## src/rtl/chaos_bridge_pkg.sv

```systemverilog
// chaos_bridge_pkg: register map, mode codes, FSM states and STATUS bit positions
package chaos_bridge_pkg;
  localparam logic [4:0] A_CTRL = 5'd0, A_BURST = 5'd1, A_STATUS = 5'd2, A_SHIFT = 5'd3;
  localparam logic [4:0] A_TEMP = 5'd4, A_IRQ_EN = 5'd5, A_FIFO = 5'd8;
  typedef enum logic [1:0] {M_IDLE, M_SINGLE, M_BURST, M_FREE} mode_e;
  typedef enum logic [2:0] {S_IDLE, S_RST, S_ISSUE, S_WAIT, S_CAP, S_NEXT} state_e;
  localparam int ST_BUSY = 0, ST_EMPTY = 1, ST_FULL = 2, ST_TMO = 3, ST_LVL = 8;
endpackage

```

## src/rtl/chaos_sample_fifo.sv

```systemverilog
// chaos_sample_fifo: circular sample buffer with wrap-bit pointers and a level count
module chaos_sample_fifo #(
  parameter int W = 128,
  parameter int DEPTH = 16
) (
  input  logic                     clk,
  input  logic                     rst,
  input  logic                     flush_i,
  input  logic                     push_i,
  input  logic [W-1:0]             data_i,
  input  logic                     pop_i,
  output logic [W-1:0]             data_o,
  output logic                     empty_o,
  output logic                     full_o,
  output logic [$clog2(DEPTH):0]   level_o
);
  localparam int AW = $clog2(DEPTH);
  logic [W-1:0] mem_q [DEPTH];
  logic [AW:0] wp_q, rp_q;
  logic do_push, do_pop;
  assign level_o = wp_q - rp_q;
  assign empty_o = wp_q == rp_q;
  assign full_o = wp_q == {~rp_q[AW], rp_q[AW-1:0]};
  assign do_pop = pop_i && !empty_o;
  // a pop on a full buffer frees the slot the simultaneous push lands in
  assign do_push = push_i && (!full_o || do_pop);
  assign data_o = mem_q[rp_q[AW-1:0]];
  always_ff @(posedge clk or posedge rst)
    if (rst) begin
      wp_q <= '0;
      rp_q <= '0;
    end else if (flush_i) begin
      wp_q <= '0;
      rp_q <= '0;
    end else begin
      if (do_push) wp_q <= wp_q + {{AW{1'b0}}, 1'b1};
      if (do_pop) rp_q <= rp_q + {{AW{1'b0}}, 1'b1};
    end
  always_ff @(posedge clk)
    if (do_push) mem_q[wp_q[AW-1:0]] <= data_i;
endmodule

```

## src/rtl/chaos_state_bridge.sv

```systemverilog
// chaos_state_bridge: Avalon-MM sequencer for a chaos core; steps it, waits for done and
// buffers each NCH-channel state sample in a FIFO.
module chaos_state_bridge
  import chaos_bridge_pkg::*;
#(
  parameter int NCH = 4,
  parameter int DW = 32,
  parameter int TW = 13,
  parameter int FIFO_DEPTH = 16,
  parameter int RST_CYC = 4,
  parameter int TIMEOUT = 65535
) (
  input  logic              clk,
  input  logic              reset,
  input  logic [4:0]        avs_address,
  input  logic              avs_read,
  output logic [31:0]       avs_readdata,
  output logic              avs_readdatavalid,
  input  logic              avs_write,
  input  logic [31:0]       avs_writedata,
  input  logic              chaos_done,
  input  logic [NCH*DW-1:0] chaos_state,
  input  logic [TW-1:0]     chaos_temp,
  output logic              chaos_reset,
  output logic              chaos_step,
  output logic [DW-1:0]     chaos_shift,
  output logic              irq
);
  localparam int LW = $clog2(FIFO_DEPTH) + 1;
  state_e state_q;
  mode_e mode_q, wmode;
  logic [15:0] burst_q, bcnt_q;
  logic [DW-1:0] shift_q;
  logic [1:0] irq_en_q;
  logic err_q, done_q, rst_q, step_q, rvalid_q;
  logic [31:0] cnt_q, rdata_q, rdata_d;
  logic [NCH*DW-1:0] head;
  logic [LW-1:0] level;
  logic empty, full, ctrl_wr, abort, start, rise, push, pop;
  assign ctrl_wr = avs_write && avs_address == A_CTRL;
  assign abort = ctrl_wr && avs_writedata[0];
  assign wmode = mode_e'(avs_writedata[3:2]);
  assign start = ctrl_wr && avs_writedata[1] && wmode != M_IDLE && !(wmode == M_BURST && burst_q == '0);
  assign rise = chaos_done && !done_q;
  assign push = state_q == S_CAP;
  assign pop = avs_read && avs_address == 5'(A_FIFO + NCH - 1);
  chaos_sample_fifo #(.W(NCH*DW), .DEPTH(FIFO_DEPTH)) u_fifo (
    .clk(clk), .rst(reset), .flush_i(abort), .push_i(push), .data_i(chaos_state),
    .pop_i(pop), .data_o(head), .empty_o(empty), .full_o(full), .level_o(level)
  );
  // cnt_q times both the core-reset hold and the done wait; the two never overlap
  always_ff @(posedge clk or posedge reset)
    if (reset) begin
      state_q <= S_IDLE;
      mode_q <= M_IDLE;
      burst_q <= '0;
      bcnt_q <= '0;
      shift_q <= '0;
      irq_en_q <= '0;
      err_q <= 1'b0;
      done_q <= 1'b0;
      rst_q <= 1'b0;
      step_q <= 1'b0;
      cnt_q <= '0;
    end else begin
      done_q <= chaos_done;
      step_q <= 1'b0;
      if (ctrl_wr) mode_q <= wmode;
      if (ctrl_wr && avs_writedata[4]) err_q <= 1'b0;
      if (avs_write && avs_address == A_BURST) burst_q <= avs_writedata[15:0];
      if (avs_write && avs_address == A_SHIFT) shift_q <= DW'(avs_writedata);
      if (avs_write && avs_address == A_IRQ_EN) irq_en_q <= avs_writedata[1:0];
      if (abort) begin
        state_q <= S_RST;
        rst_q <= 1'b1;
        cnt_q <= '0;
      end else
        case (state_q)
          S_IDLE: if (start) begin
            state_q <= S_ISSUE;
            bcnt_q <= burst_q;
          end
          S_RST: if (cnt_q == RST_CYC - 1) begin
            state_q <= S_IDLE;
            rst_q <= 1'b0;
          end else cnt_q <= cnt_q + 32'd1;
          S_ISSUE: if (!full) begin
            state_q <= S_WAIT;
            step_q <= 1'b1;
            cnt_q <= '0;
          end
          S_WAIT: if (rise) state_q <= S_CAP;
          else if (cnt_q == TIMEOUT - 1) begin
            state_q <= S_IDLE;
            err_q <= 1'b1;
          end else cnt_q <= cnt_q + 32'd1;
          S_CAP: state_q <= S_NEXT;
          S_NEXT: begin
            bcnt_q <= bcnt_q - 16'd1;
            state_q <= (mode_q == M_FREE || (mode_q == M_BURST && bcnt_q > 16'd1)) ? S_ISSUE : S_IDLE;
          end
          default: state_q <= S_IDLE;
        endcase
    end
  always_comb begin
    rdata_d = '0;
    case (avs_address)
      A_CTRL: rdata_d[3:2] = mode_q;
      A_BURST: rdata_d[15:0] = burst_q;
      A_STATUS: begin
        rdata_d[ST_BUSY] = state_q != S_IDLE;
        rdata_d[ST_EMPTY] = empty;
        rdata_d[ST_FULL] = full;
        rdata_d[ST_TMO] = err_q;
        rdata_d[ST_LVL +: LW] = level;
      end
      A_SHIFT: rdata_d = 32'(shift_q);
      A_TEMP: rdata_d = 32'(chaos_temp);
      A_IRQ_EN: rdata_d[1:0] = irq_en_q;
      default:
        for (int i = 0; i < NCH; i++)
          if (avs_address == 5'(A_FIFO + i) && !empty) rdata_d = 32'(head[i*DW +: DW]);
    endcase
  end
  always_ff @(posedge clk or posedge reset)
    if (reset) begin
      rdata_q <= '0;
      rvalid_q <= 1'b0;
    end else begin
      rdata_q <= avs_read ? rdata_d : '0;
      rvalid_q <= avs_read;
    end
  assign avs_readdata = rdata_q;
  assign avs_readdatavalid = rvalid_q;
  assign chaos_reset = rst_q;
  assign chaos_step = step_q;
  assign chaos_shift = shift_q;
  assign irq = (irq_en_q[0] && !empty) || (irq_en_q[1] && err_q);
endmodule

```

## config.mk

```make
export PLATFORM = sky130hd
export DESIGN_NAME = chaos_state_bridge
export DESIGN_NICKNAME = d
export VERILOG_FILES = /design/src/rtl/chaos_bridge_pkg.sv /design/src/rtl/chaos_sample_fifo.sv /design/src/rtl/chaos_state_bridge.sv
export SDC_FILE = /design/constraint.sdc
export NUM_CORES = 2
export LEC_CHECK = 0
export BUFFER_PORTS_ARGS = -buffer_cell sky130_fd_sc_hd__buf_2
export CAP_MARGIN = 20
export CORE_MARGIN = 3
export CORE_UTILIZATION = 45
export DETAILED_ROUTE_END_ITERATION = 10
export HOLD_SLACK_MARGIN = 0.02
export SLEW_MARGIN = 20
export SYNTH_ARGS = -nofsm -noshare
export SYNTH_HDL_FRONTEND = slang
export SYNTH_SLANG_ARGS = --single-unit
```

## constraint.sdc

```tcl
create_clock -name clk -period 17 [get_ports clk]
set_input_delay 4.25 -clock clk [delete_from_list [all_inputs] [get_ports clk]]
set_output_delay 4.25 -clock clk [all_outputs]
set_load 0.03 [all_outputs]
```

# After elaboration in Yosys (flattened, before gate mapping)
# Memories as Yosys holds them, arrays and structs flattened.
# Cells that the tools add are included.
[word_totals]
register_bits = 150
ram_bits = 2048
input_bits = 183
output_inout_bits = 68
memories = 1
[memory_table]
columns = ["name", "depth", "word_bits", "rd", "rd_ports_with_merged_regs", "write_ports", "line", "source"]
rows = [
  ["u_fifo.mem_q", 16, 128, 1, 0, 1, "chaos_sample_fifo.sv:18", "logic [W-1:0] mem_q [DEPTH];"],
]
[classes]
n_addsub = 5
magnitude_cmp = 1
n_eq_ne = 29
muxes = 44
bitwise = 2
n_reduce_logical = 47
[ops]
columns = ["op", "count"]
rows = [
  ["2-to-1 mux 32 bit", 10],
  ["one-hot mux 32 bit (3 select lines)", 1],
  ["one-hot mux 16 bit (2 select lines)", 2],
  ["adder 32 x 1 -> 32 bit (second input constant)", 1],
  ["equality test 32 x 16 -> 1 bit (second input constant)", 1],
  ["equality test 32 x 2 -> 1 bit (second input constant)", 1],
  ["one-hot mux 5 bit (5 select lines)", 1],
  ["one-hot mux 2 bit (6 select lines)", 2],
  ["logical AND 1 bit", 21],
  ["equality test 5 x 4 -> 1 bit (second input constant)", 4],
  ["2-to-1 mux 5 bit", 4],
  ["2-to-1 mux 3 bit", 6],
  ["!= test 3 bit (second input constant)", 6],
  ["one-hot mux 3 bit (6 select lines)", 1],
  ["> comparator 16 x 1 -> 1 bit (second input constant)", 1],
  ["logical NOT 16 bit", 1],
  ["2-to-1 mux 16 bit", 1],
  ["one-hot mux 4 bit (4 select lines)", 1],
  ["subtractor 16 x 1 -> 16 bit (second input constant)", 1],
  ["2-to-1 mux 1 bit", 13],
  ["nonzero test 2 bit", 6],
  ["adder 5 x 1 -> 5 bit (second input constant)", 2],
  ["equality test 5 x 2 -> 1 bit (second input constant)", 2],
  ["equality test 5 x 3 -> 1 bit (second input constant)", 2],
  ["other kinds (26)", 37],
]

# Logic depth before layout (Yosys ltp)
[logic_depth]
ltp_word = 9
depth_mapped = 13
mapped_depth_nobuf = 10

# Cells and area by module
# Synthesis repeated with hierarchy kept, for this count alone.
[hier_totals]
hier_cells = 4283
hier_area_um2 = 86624.3
[by_module_without_submodules]
columns = ["mod", "n_inst", "cells_per_inst", "area_each_um2", "seq_area_each_um2"]
rows = [
  ["chaos_sample_fifo", 1, 3497, 78679.2, 61749.2],
  ["chaos_state_bridge", 1, 786, 7945.1, 3503.4],
]

# Worst setup path after synthesis
# Ideal clock, no wire load.
[synth_timing]
path_kind = "input port to flip-flop"
startpoint = "input avs_address[1]"
endpoint = "memory u_fifo.mem_q[0][0] (enable)"
setup_time_ps = 772
arrival_ps = 14212
path_slack_ps = 2016
stages = 8
path_buffers = 2
cell_sequence = "clkbuf_1 > a211o_1 > nand2_1 > o31ai_1 > and2_1 > clkbuf_1 > nand2_1 > nor3_1"
[synth_between]
elab_chain_cells = 7
[synth_rtl]
columns = ["item", "line", "source"]
rows = [
  ["start, declared", "chaos_state_bridge.sv:15", "input logic [4:0] avs_address,"],
  ["equality test 5 x 4 -> 1 bit", "chaos_state_bridge.sv:46", "assign pop = avs_read && avs_address == 5'(A_FIFO + NCH - 1);"],
  ["logical AND 1 bit", "chaos_state_bridge.sv:46", ""],
  ["logical AND 1 bit", "chaos_sample_fifo.sv:24", "assign do_pop = pop_i && !empty_o;"],
  ["logical OR 1 bit", "chaos_sample_fifo.sv:26", "assign do_push = push_i && (!full_o || do_pop);"],
  ["logical AND 1 bit", "chaos_sample_fifo.sv:26", ""],
  ["2-to-1 mux 1 bit", "chaos_sample_fifo.sv:40", "if (do_push) mem_q[wp_q[AW-1:0]] <= data_i;"],
  ["2-to-1 mux 1 bit (implied by the code)", "chaos_sample_fifo.sv:40", ""],
  ["end, declared", "chaos_sample_fifo.sv:18", ""],
]
# Every way passes these cells.

# Worst setup path after layout
[layout_timing]
startpoint = "input avs_address[1]"
endpoint = "memory u_fifo.mem_q[14][110] (enable)"
# The elaborated chain is that of the path after synthesis.

==> results.yml <==
status:
  status: "finished clean"
global_routing:
  grt_pass1_wl_um: 320000
  grt_max_degree: 129
  antenna_found_initial: 41
  grt_usage_pct: 23.0
  grt_pass1_vias: 43413
  grt_remaining_overflow: 0
place:
  port_buffers: 250
  placed_cell_area_um2: 89500
  dp.cells: 6714
  dp_hpwl_um: 131000
  gp_congestion: 0.827
setup_path:
  worst_ep_arrival_time_ns: 9.07
  crit_top_cell: "buf_4"
  crit_path_max_incr_delay_ns: 0.78
  crit_type: "in2reg"
  crit_required_ns: 17.47
  path_cells: "buf_2 -> buf_4 -> a211o_2 -> buf_4 -> nand2_1 -> o31ai_1 -> and2_1 -> nand2_1 -> nor2_4 -> buf_4 -> buf_4"
  crit_slowest_cell: "nor2_4"
  worst_setup_path_end_kind: "register"
  worstPathMaxFanout: 36
  startpoint_type: "input port"
cells_and_area:
  area_growth_pct: 13.4
  fin_nets: 4639
  stdcell_area_um2: 96600
  fill_cells: 14781
  drive_gt1_share_pct: 26.8
  stdcell_count: 7136
clocking:
  cts_setup_buffers: 0
  cts_tree: "yes"
  clock_path_buffers: 3
  cts_sinks: 2198
  ctsHtreeMaxLevel: 4
  insertion_delay_ns: 0.85
  clkTransAtPathRegs_ns: 0.06
  cts_buffers: 220
  root_buffer: "clkbuf_16"
  holdBufCountCts: 0
  cts_resized: 0
sta:
  period_share_pct: 50.6
  tightest_slew_ns: 1.14
  rsz0062_at_grt: "no"
  post-route-min-period_ns: 8.60
  setup_viol: 0
  setup-tns-final_ns: 0
  max_clock_freq_mhz: 116
  slew_headroom_pct: 22.7
  skew_ns: 0.0318
  hold_viol: 0
  holdWs_ns: 0.488
  drv_slew: 0
flow_run:
  cap_violations: 0
yosys:
  seq_area_frac_synth_pct: 76.6
  yosysWarnings: 0
  ys_top_cells_by_area: "edfxtp_1 (72%), mux4_2 (13%), dfrtp_1 (4.4%), mux2i_1 (1.1%), a22oi_1 (1.1%)"
  synth_edf_count: 2048
  synthCells: 4104
  synth_most_common_cell: "edfxtp_1"
  syn-num-nets: 4301
  synth_cell_types: 73
  synthFlopType: "edfxtp_1"
  synth_common_cells: "edfxtp_1 (2048), mux4_2 (491), nor2_1 (173)"
  netlist_area_um2: 85200
  avgSynthCellArea_um2: 20.8
  synth_top_area_share_pct: 72.2
  async_flop_share_pct: 6.82
  synth_area_leader_cell: "edfxtp_1"
  ys_ff_latch: 2198
die:
  dieWidth_um: 441
  ios: 251
  core_um2: 188000
  dieArea_um2: 195000
  initial_utilization_pct: 45.3
  rows: 159
  die_h_um: 441
power_and_ir_drop:
  ir_drop_v: 0.000121
  leakage_nw: 31.0
  cellPowerDensity_nw_per_um2: 141
min_path:
  hp-class: "reg2reg"
routing:
  routedWlPerCell_um: 31.3
  vias_per_cell: 6.03
  drt_iter0_drc: 4537
  wirelength_um: 223000
  routed-via-count: 42999
  first_pass_iters: 5
  route.detailed.drc: 0
  antenna_left: 0
cells by family after synthesis:
logic type / after synthesis / synth area share, %
xor gates and xnor gates: 14 / 0.144
DFF: 2198 / 76.6
adders and majority gates: 14 / 0.214
AOI/OAI and AO/OA: 495 / 3.98
buffers and inverters: 249 / 1.35
muxes: 642 / 14.8
and+or+nand+nor: 492 / 2.86
stage by stage:
step	setup WS, ns	total power [mW]	util [%]
6_report	8.40	13.7	51.4
5_1_grt	8.35	14.2	51.4
4_1_cts	8.49	13.8	51.3
3_5_place_dp	7.73	9.07	47.6
3_3_place_gp	7.69	9.05	47.6
2_1_floorplan	2.02	8.21	-
state kept, by name (all words and copies together) (netlist names):
register and cells:
irq_en_q 2, done_q 1, u_fifo.wp_q 5, state_q 3, cnt_q 32, u_fifo.mem_q 2048
bcnt_q 16, chaos_step 1, burst_q 16, chaos_reset 1, err_q 1, avs_readdata 32
chaos_shift 32, avs_readdatavalid 1, u_fifo.rp_q 5, mode_q 2
path summary, 6_finish.rpt:
check / from / to / slack (ns) / cells past startpoint
max in group asynchronous: reset / u_fifo.rp_q[1] / 12.20 / 3
setup / recovery: avs_address[1] / u_fifo.mem_q[14][110] / 8.40 / 11
hold reg to reg: chaos_reset / chaos_reset / 0.49 / 1
min in group asynchronous: reset / chaos_shift[7] / 3.46 / 2
setup reg to reg: u_fifo.rp_q[1] / u_fifo.mem_q[14][110] / 10.16 / 11
hold / removal: chaos_reset / chaos_reset / 0.49 / 1
power by group:
part | total [mW] | switching (mW) | internal (mW)
Sequential | 6.15 | 0.147 | 6.01
Clock | 4.74 | 2.02 | 2.72
Combinational | 2.77 | 1.56 | 1.21
Total | 13.7 | 3.73 | 9.93
placed cells by master (no fill, tap or decap), types with 21 or more instances in the layout:
cell type and n:
mux4_2 491, a22o_1 25, nor4_1 22, clkinv_2 28, clkinv_1 50, nand3_1 31
o31ai_1 25, mux2_2 54, clkbuf_16 224, o21ai_0 49, a221oi_1 32, clkbuf_1 61
buf_2 250, mux2i_1 97, a211oi_1 23, buf_4 90, nor3_1 49, dfrtp_1 146
o22ai_1 40, and2_1 21, a21oi_1 90, a22oi_1 122, nand2_1 74, edfxtp_1 2048
nor2_1 159
critical path: cells and delay by family:
kind            cells  cell delay [ns]
compound gates      2             0.79
simple gates        4             1.65
buf+inv             5             2.18
cell type report:
| type | instances | area, um^2 | share of cell area [%] |
|---|---|---|---|
| Clock inverter | 111 | 1030 | 1.07 |
| Tap cell | 2495 | 3120 | 3.23 |
| Timing Repair Buffer | 348 | 2080 | 2.16 |
| Sequential cell | 2198 | 65300 | 67.6 |
| Inverter | 17 | 73.8 | 0.0764 |
| Antenna cell | 11 | 27.5 | 0.0285 |
| Multi-Input combinational cell | 1657 | 19000 | 19.6 |
| Clock buffer | 299 | 6030 | 6.24 |
layer usage:
| metal | vias up | wire length, um | global-route usage (%) |
|---|---|---|---|
| met5 | - | 100 | 0 |
| met4 | 14 | 6830 | 7.17 |
| met3 | 340 | 16100 | 4.63 |
| met2 | 1639 | 109000 | 37.2 |
| met1 | 23066 | 91100 | 31.6 |
| li1 | 17940 | - | - |
Power figures use the tool's default switching activity.
